$ cat src/rtl/aes_pkg.sv
// Shared types and the Rijndael row-offset rule used by the ShiftRows datapath.
package aes_pkg;

  typedef logic [7:0] byte_t;

  typedef enum logic [1:0] {
    OP_PASS = 2'b00,
    OP_FWD  = 2'b01,
    OP_INV  = 2'b10
  } op_t;

  // Row 0..3 rotation amount; the 8-column block skips offset 2.
  function automatic int row_offset(input int nb, input int r);
    return (nb == 8 && r >= 2) ? r + 1 : r;
  endfunction

endpackage

$ cat src/rtl/shift_rows_nb.sv
// Combinational ShiftRows / InvShiftRows byte permutation for an NB-column state.
module shift_rows_nb
  import aes_pkg::*;
#(
  parameter int NB = 4
) (
  input  logic [32*NB-1:0] data_i,
  input  logic [1:0]       op_i,
  output logic [32*NB-1:0] data_o
);

  localparam int W = 32 * NB;

  byte_t src [4*NB];
  byte_t fwd [4*NB];
  byte_t inv [4*NB];

  for (genvar r = 0; r < 4; r++) begin : g_row
    for (genvar c = 0; c < NB; c++) begin : g_col
      localparam int K  = r + 4 * c;
      localparam int FC = (c + row_offset(NB, r)) % NB;
      localparam int IC = (c + NB - row_offset(NB, r)) % NB;
      assign src[K] = data_i[W-1-8*K -: 8];
      assign fwd[K] = src[r + 4*FC];
      assign inv[K] = src[r + 4*IC];
    end
  end

  // Reserved op 2'b11 falls through as pass-through.
  always_comb begin
    data_o = data_i;
    for (int k = 0; k < 4*NB; k++) begin
      if (op_i == OP_FWD) begin
        data_o[W-1-8*k -: 8] = fwd[k];
      end else if (op_i == OP_INV) begin
        data_o[W-1-8*k -: 8] = inv[k];
      end
    end
  end

endmodule

$ cat src/rtl/shift_rows_pipe.sv
// Elastic valid/ready pipeline around the ShiftRows permutation; the transform
// sits in front of stage 0 and later stages only re-register the block.
module shift_rows_pipe
  import aes_pkg::*;
#(
  parameter int NB     = 4,
  parameter int STAGES = 1,
  parameter int TAG_W  = 4
) (
  input  logic               clk,
  input  logic               reset_n,
  input  logic               in_valid,
  output logic               in_ready,
  input  logic [1:0]         in_op,
  input  logic [TAG_W-1:0]   in_tag,
  input  logic [32*NB-1:0]   in_data,
  output logic               out_valid,
  input  logic               out_ready,
  output logic [TAG_W-1:0]   out_tag,
  output logic [32*NB-1:0]   out_data
);

  localparam int W = 32 * NB;

  if (!(NB == 4 || NB == 6 || NB == 8)) begin : g_bad_nb
    $error("shift_rows_pipe: NB must be 4, 6 or 8");
  end
  if (STAGES < 1 || STAGES > 4) begin : g_bad_stages
    $error("shift_rows_pipe: STAGES must be 1..4");
  end

  logic [W-1:0] xform;

  shift_rows_nb #(.NB(NB)) u_xform (
    .data_i (in_data),
    .op_i   (in_op),
    .data_o (xform)
  );

  logic [STAGES-1:0] vld_q, vld_d, adv;
  logic [W-1:0]      data_q [STAGES];
  logic [W-1:0]      data_d [STAGES];
  logic [TAG_W-1:0]  tag_q  [STAGES];
  logic [TAG_W-1:0]  tag_d  [STAGES];

  // Advance ripples back from the output so empty stages absorb bubbles.
  always_comb begin
    logic go;
    adv = '0;
    go  = !vld_q[STAGES-1] || out_ready;
    adv[STAGES-1] = go;
    for (int i = STAGES - 2; i >= 0; i--) begin
      go     = !vld_q[i] || go;
      adv[i] = go;
    end
  end

  always_comb begin
    vld_d  = '0;
    data_d = '{default: '0};
    tag_d  = '{default: '0};
    vld_d[0]  = in_valid;
    data_d[0] = xform;
    tag_d[0]  = in_tag;
    for (int i = 1; i < STAGES; i++) begin
      vld_d[i]  = vld_q[i-1];
      data_d[i] = data_q[i-1];
      tag_d[i]  = tag_q[i-1];
    end
  end

  always_ff @(posedge clk) begin
    if (!reset_n) begin
      vld_q <= '0;
      for (int i = 0; i < STAGES; i++) begin
        data_q[i] <= '0;
        tag_q[i]  <= '0;
      end
    end else begin
      for (int i = 0; i < STAGES; i++) begin
        if (adv[i]) begin
          vld_q[i]  <= vld_d[i];
          data_q[i] <= data_d[i];
          tag_q[i]  <= tag_d[i];
        end
      end
    end
  end

  assign in_ready  = adv[0];
  assign out_valid = vld_q[STAGES-1];
  assign out_data  = data_q[STAGES-1];
  assign out_tag   = tag_q[STAGES-1];

endmodule

$ cat config.mk
export PLATFORM = sky130hd
export DESIGN_NAME = shift_rows_pipe
export DESIGN_NICKNAME = d
export VERILOG_FILES = /design/src/rtl/aes_pkg.sv /design/src/rtl/shift_rows_nb.sv /design/src/rtl/shift_rows_pipe.sv
export SDC_FILE = /design/constraint.sdc
export NUM_CORES = 1
export LEC_CHECK = 0
export ABC_CLOCK_PERIOD_IN_PS = 5200
export CORE_MARGIN = 10
export CORE_UTILIZATION = 30
export DETAILED_ROUTE_END_ITERATION = 6
export DONT_BUFFER_PORTS = 1
export GPL_ROUTABILITY_DRIVEN = 0
export HOLD_SLACK_MARGIN = 0.05
export PLACE_DENSITY_LB_ADDON = 0.1
export SKIP_CTS_REPAIR_TIMING = 1
export SYNTH_ARGS = -nofsm -noshare
export SYNTH_HDL_FRONTEND = slang
export SYNTH_HIERARCHICAL = 1
export SYNTH_SLANG_ARGS = --single-unit
export TNS_END_PERCENT = 50
$ cat constraint.sdc
create_clock -name clk -period 5.2 [get_ports clk]
set_input_delay 0.52 -clock clk [delete_from_list [all_inputs] [get_ports clk]]
set_output_delay 0.52 -clock clk [all_outputs]
set_load 0.01 [all_outputs]
==> results of run 1 <==
power by group:
group | internal, mW | total, mW | switching (mW) | leakage [nW]
Clock | 0.671 | 1.18 | 0.510 | 0.268
Combinational | 0.128 | 0.219 | 0.0917 | 1.71
Sequential | 1.29 | 1.40 | 0.108 | 1.52
Total | 2.09 | 2.80 | 0.710 | 3.50
kinds of logic (layout without fill, tap and decap cells):
| family | after synthesis | in the layout |
|---|---|---|
| AOI/OAI and AO/OA | 1 | 1 |
| xor gates and xnor gates | 2 | 2 |
| buffers and inverters | 78 | 36 |
| DFF | 133 | 133 |
| muxes | 160 | 160 |
| and+or+nand+nor | 134 | 134 |
flip-flops by register name, indices dropped and copies added (netlist names):
register   flops
data_q       128
out_valid      1
tag_q          4
critical path, cell delays in order, from the launching register on:
cell and delay [ns]:
sky130_fd_sc_hd__dfxtp_1 0.39, sky130_fd_sc_hd__nor2b_4 0.20, sky130_fd_sc_hd__buf_4 0.43, sky130_fd_sc_hd__buf_4 0.60, sky130_fd_sc_hd__inv_1 0.19
cell type report:
type | instances | area [um2]
clock buffers | 17 | 425
well taps | 324 | 405
fillers | 2379 | 16500
flip-flops and latches | 133 | 3980
multi-input cells | 297 | 2870
inverters | 1 | 3.75
clock inverters | 15 | 148
repair buffers | 3 | 22.5
per-layer routing:
layer  track usage  vias up  routed length (um)
met4        0.0385        0                 278
met2         0.196      159                9520
met3        0.0738       16                2520
li1              -     1789                   -
met5             0        -                   0
met1         0.133     1936                7600
path summary, 6_finish.rpt:
| kind | cells after the start | to | start |
|---|---|---|---|
| worst max-delay path | 4 | in_ready | out_valid |
| worst max register to register | 3 | data_q[0][9] | out_valid |
| worst min register to register | 3 | data_q[0][119] | out_valid |
| worst min-delay path | 1 | out_valid | in_valid |
layout by cell type, fill, tap and decap left out, types with 2 or more instances in the layout:
cell,instances
sky130_fd_sc_hd__inv_8,2
sky130_fd_sc_hd__edfxtp_1,132
sky130_fd_sc_hd__clkbuf_16,17
sky130_fd_sc_hd__buf_4,3
sky130_fd_sc_hd__and3b_2,9
sky130_fd_sc_hd__clkinvlp_4,4
sky130_fd_sc_hd__mux2i_1,128
sky130_fd_sc_hd__clkinv_4,3
sky130_fd_sc_hd__inv_6,4
sky130_fd_sc_hd__mux2_2,32
sky130_fd_sc_hd__and3b_1,123
cell usage after synthesis (2+ instances only):
| library cell | number | share of area |
|---|---|---|
| sky130_fd_sc_hd__mux2_2 | 32 | 0.049 |
| sky130_fd_sc_hd__mux2i_1 | 128 | 0.17 |
| sky130_fd_sc_hd__clkbuf_1 | 14 | 0.0071 |
| sky130_fd_sc_hd__buf_8 | 5 | 0.010 |
| sky130_fd_sc_hd__buf_6 | 2 | 0.0030 |
| sky130_fd_sc_hd__buf_4 | 39 | 0.040 |
| sky130_fd_sc_hd__buf_2 | 16 | 0.011 |
| sky130_fd_sc_hd__and3b_2 | 9 | 0.012 |
| sky130_fd_sc_hd__and3b_1 | 123 | 0.15 |
| sky130_fd_sc_hd__edfxtp_1 | 132 | 0.54 |
through the flow:
step	worst slack (ns)	hold slack [ns]	instances
2_1_floorplan	1.01	0.644	508
3_3_place_gp	2.69	0.646	758
3_5_place_dp	2.66	0.652	758
4_1_cts	2.30	0.203	790
5_1_grt	2.14	0.214	790
6_report	2.37	0.222	790
==> run summary, run 1 <==
Run status: finished, final reports clean
Clock network latency to the later pin of the worst-skew pair: 0.42 ns
Via count of the first global-routing pass: 4,197
Critical path arrival: 2.31 ns
Post-detailed-route via-to-cell ratio: 4.94
H-tree levels: 4
Sequential-to-total area share from yosys stat: 0.539
Die Y: 177 um
Mean instance size in the synthesized netlist: 14.6 um2
Number of antenna violations at the first check in global routing: 0
Number of sinks handled by clock tree synthesis: 133
# rows: 57
Antenna cell count: 0
Hold Fails Final Rpt: 0
Largest net degree at the start of global routing: 135
Clock-pin slew on the worst setup and hold paths: 0.06 ns
Maximum clock frequency: 0.353 GHz
Die area: 31,300 um2
Power density relative to cell area: 357 nW/um2
Fraction of the mapped netlist area in compound gates: 0.00101
Adder-cell share of the synthesized area: 0
Number of maximum-capacitance constraint violations: 0
Peak VDD IR: 0.148 mV
CP max FO: 75
Net count of the mapped netlist: 646
Leakage power of the design: 3.50 nW
Total placed instance area: 7290 um2
Utilization of the core after routing: 0.323
Nets@finish: 591
Final critical delay including setup and external delays: 2.83 ns
Number of detailed-route iterations in the first pass: 4
Fraction of the mapped netlist area in simple logic gates: 0.160
Crit start category: flip-flop
Post-route clock period utilization: 0.545
Dominant register cell in the synthesized netlist: sky130_fd_sc_hd__edfxtp_1
Syn Std Cell Area: 7400 um2
DR DRC count: 0
Unrepaired setup endpoints after global routing: no
Initial core utilization: 0.304
Final setup violating endpoints: 0
Buffer depth of the longest clock path: 2
DR iter-0 viols: 182
Overall Power: 2.80 mW
Vias post-DR: 3,900
Leftover overflow at the end of global routing: 0
Slew of the pin with the lowest slew margin: 1.14 ns
Final sum of negative setup slack: 0 ns
Layout Cell Area excl Fill: 7860 um2
Global-route wire length before repair: 28,800 um
Synth-to-Final Area Change: 6.29%
PortBufs: 0
Wire length per cell: 25.2 um
Main combinational cell family by area after synthesis: multiplexers
Core outline area: 24,300 um2
Clock buffer count from CTS: 17
Category of the critical setup timing path: flip-flop to output port
Synth unique cells: 18
Overall die width: 177 um
Root buffer selected by CTS: sky130_fd_sc_hd__clkbuf_16
Drt total wl: 19,900 um
Type of the most critical hold path: primary input to flip-flop
Count of flip-flops with a built-in enable after synthesis: 132
Final Slew Violations: 0
Cell count after synthesis: 508
Asr flop ratio synth: 0
Detail Placement HPWL: 13,600 um
GRT Resource Usage Total: 0.123
Top Ports: 272
Remaining antenna violation count: 0
Proportion of layout cells with a drive suffix above 1: 0.170
Flop-to-flop setup slack: 2.79 ns
Area share of xor/xnor cells in the synthesized design: 0.00440
Crit path capture type: output port
Multiplexer share of the synthesized area: 0.222
Required time of the critical path: 4.68 ns
CTS tree: done
Warning count from the yosys run: 6
Relative max-transition margin: 0.239
FF+latch count, synth: 133
Final worst clock skew: 0.0145 ns
No activity file was read; power rests on OpenSTA's default activity.
==> run 2: changes to the inputs <==
--- a/config.mk
+++ b/config.mk
@@ -5,7 +5,7 @@
 export SDC_FILE = /design/constraint.sdc
 export NUM_CORES = 1
 export LEC_CHECK = 0
-export ABC_CLOCK_PERIOD_IN_PS = 5200
+export ABC_CLOCK_PERIOD_IN_PS = 2650
 export CORE_MARGIN = 10
 export CORE_UTILIZATION = 30
 export DETAILED_ROUTE_END_ITERATION = 6
==> constraint.sdc (replaced) <==
create_clock -name clk -period 2.65 [get_ports clk]
set_input_delay 0.265 -clock clk [delete_from_list [all_inputs] [get_ports clk]]
set_output_delay 0.265 -clock clk [all_outputs]
set_load 0.01 [all_outputs]
==> run 2 against run 1 <==
Sequential share of layout area shrank 0.18 points. Global-route usage shrank 0.093 points. Combinational power grew 100%. Largest power group unchanged.
==> run summary, run 2 (synthesized netlist as in run 1, its figures left out) <==
Number of maximum-capacitance constraint violations: 0
R2r startpoint: out_valid
CTS tree: done
Largest register by flop count: data_q
DR iter-0 viols: 151
Worst setup startpoint: out_valid
Die Y: 177 um
Type of the most critical hold path: primary input to flip-flop
Setup WS pre-CTS: 0.848 ns
# rows: 57
Commonest non-fill, non-tap cells in the layout: sky130_fd_sc_hd__edfxtp_1, sky130_fd_sc_hd__mux2i_1, sky130_fd_sc_hd__and3b_1
Hold wc startpoint: reset_n
Final setup violating endpoints: 0
Relative max-transition margin: 0.586
H-tree levels: 4
Category of the critical setup timing path: flip-flop to output port
Final sum of negative setup slack: 0 ns
Utilization of the core after routing: 0.324
Clock-pin slew on the worst setup and hold paths: 0.06 ns
Reg area: 3980 um2
Worst-path cell chain: nor2b_4 -> buf_4 -> inv_1
Final critical delay including setup and external delays: 2.01 ns
Detail Placement HPWL: 13,700 um
Clock network latency to the later pin of the worst-skew pair: 0.41 ns
Die area: 31,300 um2
Via count of the first global-routing pass: 4,190
Synth-to-Final Area Change: 6.66%
Antenna cell count: 0
Clock buffer count from CTS: 17
Number of fillers in the final layout: 2,391
Leakage power of the design: 3.51 nW
Final worst clock skew: 0.00598 ns
DR DRC count: 0
Crit path capture type: output port
Logic depth of the worst register-to-register path: 3
GRT Resource Usage Total: 0.122
Proportion of layout cells with a drive suffix above 1: 0.170
Largest net degree at the start of global routing: 135
Top Ports: 272
Wire length per cell: 25.0 um
Post-detailed-route via-to-cell ratio: 4.85
Highest cell delay on the worst timing path: 0.50 ns
Run status: finished, final reports clean
Leading cell type in the layout, fill and taps excluded: sky130_fd_sc_hd__edfxtp_1
Core outline area: 24,300 um2
Area of the multi-input gates: 2880 um2
Initial core utilization: 0.304
Nets@finish: 596
Required time of the critical path: 2.38 ns
Hold depth: 1
Flop-to-flop setup slack: 0.92 ns
PortBufs: 0
Maximum clock frequency: 0.497 GHz
Final worst slack: 0.639 ns
Final Slew Violations: 0
Number of sinks handled by clock tree synthesis: 133
Overall Power: 5.40 mW
Peak VDD IR: 0.390 mV
Hold Fails Final Rpt: 0
Remaining antenna violation count: 0
Slew of the pin with the lowest slew margin: 0.622 ns
Root buffer selected by CTS: sky130_fd_sc_hd__clkbuf_16
Drt total wl: 19,800 um
Unrepaired setup endpoints after global routing: no
Max reg flops: 128
CP max FO: 71
Overall die width: 177 um
Number of detailed-route iterations in the first pass: 4
CP max-delay cell: sky130_fd_sc_hd__buf_4
Critical path arrival: 1.75 ns
Global-route wire length before repair: 28,500 um
Buffer depth of the longest clock path: 2
Leftover overflow at the end of global routing: 0
Crit start category: flip-flop
Dpl cells: 762
Post-route clock period utilization: 0.759
Vias post-DR: 3,854
Number of antenna violations at the first check in global routing: 0
Power density relative to cell area: 684 nW/um2
Post-layout instance count excluding filler cells: 794
[run 2: power breakdown]
part           switching [mW]  internal (mW)  leakage [nW]
logic                   0.179          0.258          1.73
clock network           0.932           1.28         0.257
registers               0.209           2.54          1.52
total                    1.32           4.08          3.51
[run 2: worst paths after layout]
| check | to |
|---|---|
| worst min-delay path | out_valid |
| worst min register to register | out_valid |
| worst max-delay path | in_ready |
| worst max register to register | data_q[0][36] |
[run 2: metrics by stage]
step	hold WS [ns]	instance area, um2
2_1_floorplan	0.389	7400
3_3_place_gp	0.393	7340
3_5_place_dp	0.394	7340
4_1_cts	-0.0440	7880
5_1_grt	0.0582	7890
6_report	0.0812	7890
[run 2: critical path: cells and delay by family, from the launching register on]
kind | cells | cell delay (ns)
buffers and inverters | 2 | 0.68
flip-flops | 1 | 0.39
AND/OR/NAND/NOR | 1 | 0.25
[run 2: layout make-up]
class,count,area share
tap,324,0.0514
clock buffer,18,0.0544
inverter,1,0.000476
multi-input combinational,297,0.365
timing repair buffer,8,0.00951
sequential,133,0.505
clock inverter,13,0.0140
[run 2: layer usage]
layer	vias up	track usage	routed length, um
met5	-	0	0
met1	1899	0.131	7400
met3	10	0.0751	2560
met2	146	0.198	9710
li1	1799	-	-
met4	0	0.0312	174
